File: src/rtl/queue.sv
// Synchronous FIFO queue with registered occupancy count, sticky overflow/underflow
// flags and a flush that takes priority over push/pop. All state moves on the falling edge.
module queue #(
    parameter int WIDTH = 16,
    parameter int DEPTH = 8
) (
    input  logic                       clk,
    input  logic                       rst,
    input  logic                       push,
    input  logic                       pop,
    input  logic                       flush,
    input  logic [WIDTH-1:0]           data_in,
    output logic [WIDTH-1:0]           data_out,
    output logic                       full,
    output logic                       empty,
    output logic [$clog2(DEPTH):0]     count,
    output logic                       overflow,
    output logic                       underflow
);
    localparam int AW = $clog2(DEPTH);
    localparam logic [AW:0]   CNT_ONE  = (AW+1)'(1);
    localparam logic [AW:0]   CNT_FULL = (AW+1)'(DEPTH);
    localparam logic [AW-1:0] PTR_ONE  = AW'(1);

    logic [WIDTH-1:0] mem_q [DEPTH];
    logic [AW-1:0]    wr_ptr_q, wr_ptr_d;
    logic [AW-1:0]    rd_ptr_q, rd_ptr_d;
    logic [AW:0]      count_q, count_d;
    logic             ovf_q, ovf_d;
    logic             udf_q, udf_d;
    logic             do_push, do_pop;

    assign full      = (count_q == CNT_FULL);
    assign empty     = (count_q == '0);
    assign count     = count_q;
    assign overflow  = ovf_q;
    assign underflow = udf_q;
    assign data_out  = empty ? '0 : mem_q[rd_ptr_q];

    // A pop on a full queue frees the slot, so a simultaneous push may still land.
    assign do_pop  = pop && !empty;
    assign do_push = push && (!full || do_pop);

    always_comb begin
        wr_ptr_d = wr_ptr_q;
        rd_ptr_d = rd_ptr_q;
        count_d  = count_q;
        ovf_d    = ovf_q;
        udf_d    = udf_q;
        if (flush) begin
            wr_ptr_d = '0;
            rd_ptr_d = '0;
            count_d  = '0;
            ovf_d    = 1'b0;
            udf_d    = 1'b0;
        end else begin
            if (do_push) wr_ptr_d = wr_ptr_q + PTR_ONE;
            if (do_pop)  rd_ptr_d = rd_ptr_q + PTR_ONE;
            case ({do_push, do_pop})
                2'b10:   count_d = count_q + CNT_ONE;
                2'b01:   count_d = count_q - CNT_ONE;
                default: count_d = count_q;
            endcase
            if (push && !do_push) ovf_d = 1'b1;
            if (pop && !do_pop)   udf_d = 1'b1;
        end
    end

    always_ff @(negedge clk) begin
        if (rst) begin
            wr_ptr_q <= '0;
            rd_ptr_q <= '0;
            count_q  <= '0;
            ovf_q    <= 1'b0;
            udf_q    <= 1'b0;
        end else begin
            wr_ptr_q <= wr_ptr_d;
            rd_ptr_q <= rd_ptr_d;
            count_q  <= count_d;
            ovf_q    <= ovf_d;
            udf_q    <= udf_d;
        end
    end

    // Storage is never reset; stale words are hidden because data_out is gated by empty.
    always_ff @(negedge clk) begin
        if (!rst && !flush && do_push) mem_q[wr_ptr_q] <= data_in;
    end
endmodule

File: config.mk
export PLATFORM = sky130hd
export DESIGN_NAME = queue
export DESIGN_NICKNAME = d
export VERILOG_FILES = /design/src/rtl/queue.sv
export SDC_FILE = /design/constraint.sdc
export NUM_CORES = 1
export LEC_CHECK = 0
export CORE_MARGIN = 1.5
export CORE_UTILIZATION = 35
export CTS_CLUSTER_DIAMETER = 120
export DETAILED_ROUTE_END_ITERATION = 10
export PLACE_DENSITY_LB_ADDON = 0.3
export SLEW_MARGIN = 10
export SYNTH_ARGS = -nofsm -noshare
export SYNTH_HDL_FRONTEND = slang
export SYNTH_SLANG_ARGS = --single-unit
File: constraint.sdc
create_clock -name clk -period 4.1 [get_ports clk]
set_input_delay 0.615 -clock clk [delete_from_list [all_inputs] [get_ports clk]]
set_output_delay 0.615 -clock clk [all_outputs]
set_load 0.05 [all_outputs]
==> results.py <==
metrics = {
    "outcome": {
        "status": "finished with violations",
        "violations": "setup timing",
    },
    "die": {
        "dieArea_sq_um": 17000,
        "die_w_um": 130,
        "io_pins": 45,
        "start_util_pct": 35.8,
        "rows": 46,
        "design.core.area_sq_um": 15900,
        "die_h_um": 130,
    },
    "synth": {
        "synth-xor-area-share_pct": 0.924,
        "synth.distinct_cells": 38,
        "synth-seq-cells": 143,
        "synthTopCellsByCount": "128 x edfxtp_1, 33 x nor2_1, 32 x mux4_2",
        "synth_fa_ha_area_share_pct": 1.23,
        "synth_compound_area_share_pct": 2.44,
        "muxShareOfSynthArea_pct": 15.7,
        "syn_avg_cell_area_sq_um": 19.1,
        "synth_top_area_share_pct": 67.6,
        "synth.net_count": 324,
        "syn-instance-count": 298,
        "synth_edf_count": 128,
        "netlist_area_sq_um": 5690,
        "yosysWarningCount": 0,
        "async_reset_ff_share_pct": 0,
        "synth_seq_area_share_pct": 72.9,
        "synthTopCellsByArea": "edfxtp_1 68%, mux4_2 13%, dfxtp_1 5.3%, mux2i_1 3.0%, nor2_1 2.2%",
        "synth_top_family_by_area": "multiplexers",
        "synth_most_common_cell": "edfxtp_1",
        "synth_ff_type": "edfxtp_1",
        "synth_top_cell_by_area": "edfxtp_1",
        "synthSimpleGateAreaFrac_pct": 5.00,
    },
    "global_routing": {
        "grt_pass1_vias": 3900,
        "grt_pass1_wl_um": 18700,
        "grt_max_degree": 33,
        "grt_usage_pct": 15.1,
        "grt_overflow": 0,
        "antenna_found_initial": 0,
    },
    "setup_path": {
        "worst-path-max-fanout": 14,
        "critical_path_required_ns": 3.48,
        "reg2reg_setup_slack_ns": 1.66,
        "critPathLaunchType": "register",
        "path_class": "register to output pin",
        "r2r-end": "count[3]",
        "end_kind": "output pin",
        "crit_end": "data_out[15]",
        "reg2reg_depth": 11,
        "regToRegStartpoint": "count[0]",
        "cp.arrival_ns": 4.01,
    },
    "drt": {
        "drtPass1Iterations": 6,
        "drt_iter0_markers": 185,
        "wirelength_um": 11900,
        "ant_nets": 0,
        "vias": 3495,
        "drt-wirelength-per-cell_um": 15.7,
        "via_per_inst": 4.64,
        "drc": 0,
    },
    "finish": {
        "n_antenna_cell": 0,
        "finalNetCount": 552,
        "drive_above_1_share_pct": 33.6,
        "syn2layout_area_growth_pct": 47.1,
        "finish.utilization_pct": 52.7,
    },
    "sta": {
        "maxSlewViolCount": 0,
        "rsz0062_at_grt": "yes",
        "slew_headroom_pct": 63.0,
        "skew_ns": 0.0206,
        "worst_pin_slew_ns": 0.550,
        "hold_viol": 0,
        "finalWorstSetupSlack_ns": -0.523,
        "setup_violations": 18,
    },
    "clocking": {
        "cts_buffer_depth": 2,
        "htreeDepth": 4,
        "cts_tree": "yes",
        "cts-root-buf": "clkbuf_16",
        "numClockSinks": 143,
        "numCtsBuffers": 17,
        "clk_pin_slew_worst_paths_ns": 0.04,
        "clk_latency_ns": 0.45,
    },
    "place": {
        "hpwl_um": 6830,
        "place_congestion": 0.726,
        "portBuffers": 44,
    },
    "power_and_ir_drop": {
        "finalPower_mw": 3.95,
        "pwr_density_cell_nw_per_um2": 473,
        "ir_worst_vdd_uv": 296,
        "power_leakage_nw": 3.29,
    },
    "run": {
        "drv_cap": 0,
    },
    "min_path": {
        "hold_path.class": "register to register",
        "whs_path_depth": 2,
    },
}
critical path, cell delays in order, from the launching register on:
cell     delay (ns)
dfxtp_4        0.38
buf_12         0.17
mux4_2         0.56
mux2i_4        0.20
nor2_4         0.05
buf_12         0.14
layout make-up:
type,instances,area [sq um]
multi-input combinational,134,1790
sequential,143,4160
inverter,5,21.3
tap,216,270
clock buffer,17,425
fill,1321,7520
timing repair buffer,82,1030
clock inverter,157,667
through the flow:
stage               hold WS, ns  setup slack (ns)  instances  area (sq um)  TNS (ns)
global route              0.501            -0.615        754          8370     -9.61
detailed placement        0.457            -0.491        571          7060    -44.26
CTS                       0.481            -0.607        751          8330     -9.42
finish                    0.482            -0.523        754          8370     -8.20
floorplan                 0.475            -0.179        298          5970    -12.96
global placement          0.460            -0.397        571          7060    -39.74
per-layer routing:
metal  vias up  global-route usage [%]  wire [um]
li1       1654                       -          -
met2        95                    24.4       6310
met5         -                       0          0
met4         0                    9.95        178
met3        13                    6.27        552
met1      1733                    16.4       4820
cells by family (layout without fill, tap and decap cells):
| group | after synthesis | in the layout |
|---|---|---|
| AO/OA/AOI/OAI | 15 | 15 |
| XOR/XNOR | 6 | 6 |
| adder cells (fa/ha/maj) | 5 | 5 |
| buffers and inverters | 21 | 261 |
| flip-flops | 143 | 143 |
| multiplexers | 49 | 49 |
| AND/OR/NAND/NOR | 59 | 59 |
state kept, by name (all words and copies together) (netlist names), named ones only:
name,cells
count,4
mem_q,128
overflow,1
rd_ptr_q,3
underflow,1
wr_ptr_q,3
cells in the final DEF, fill, tap and decap left out, types with 2 or more instances in the layout:
cell             netlist  routed
xnor2_1                3       3
nand3b_1               2       2
nand3_1                5       4
nand2_1                5       5
dfxtp_1               15      10
nor2_1                33      14
nor2_4                 0      16
inv_8                  0       2
nor2_2                 0       3
nand2b_1               4       3
mux2i_2                0       6
buf_4                  3      32
mux4_2                32      32
a31oi_1                2       2
edfxtp_1             128     128
inv_6                  0       4
clkbuf_16              0      17
clkdlybuf4s50_1        0      18
a21oi_1                3       2
inv_4                  0       5
inv_1                  6     148
buf_12                 0      29
ha_1                   4       3
mux2i_4                0      10
xor2_1                 3       3
o21ai_0                2       2
dfxtp_4                0       4
where the power goes:
group / leakage [nW] / internal, mW / switching [mW]
Sequential: 1.28 / 1.61 / 0.00809
Clock: 1.04 / 1.03 / 0.951
Combinational: 0.969 / 0.167 / 0.190
Total: 3.29 / 2.81 / 1.15
repair_timing:
item                                    CTS  global route
endpoints found under the setup margin   19            19
buffers inserted                          6             4
pin swaps                                 2             1
cloned                                    1             0
resized for setup                        19             5
hold buffers                              0             0
worst min-delay path by stage:
stage,from,end,slack [ns]
2_1_floorplan,wr_ptr_q[0],wr_ptr_q[0],0.48
3_3_place_gp,overflow,overflow,0.46
3_5_place_dp,overflow,overflow,0.46
4_1_cts,overflow,overflow,0.48
5_1_grt,overflow,overflow,0.50
6_report,overflow,overflow,0.48
(Power assumes the default switching activity.)
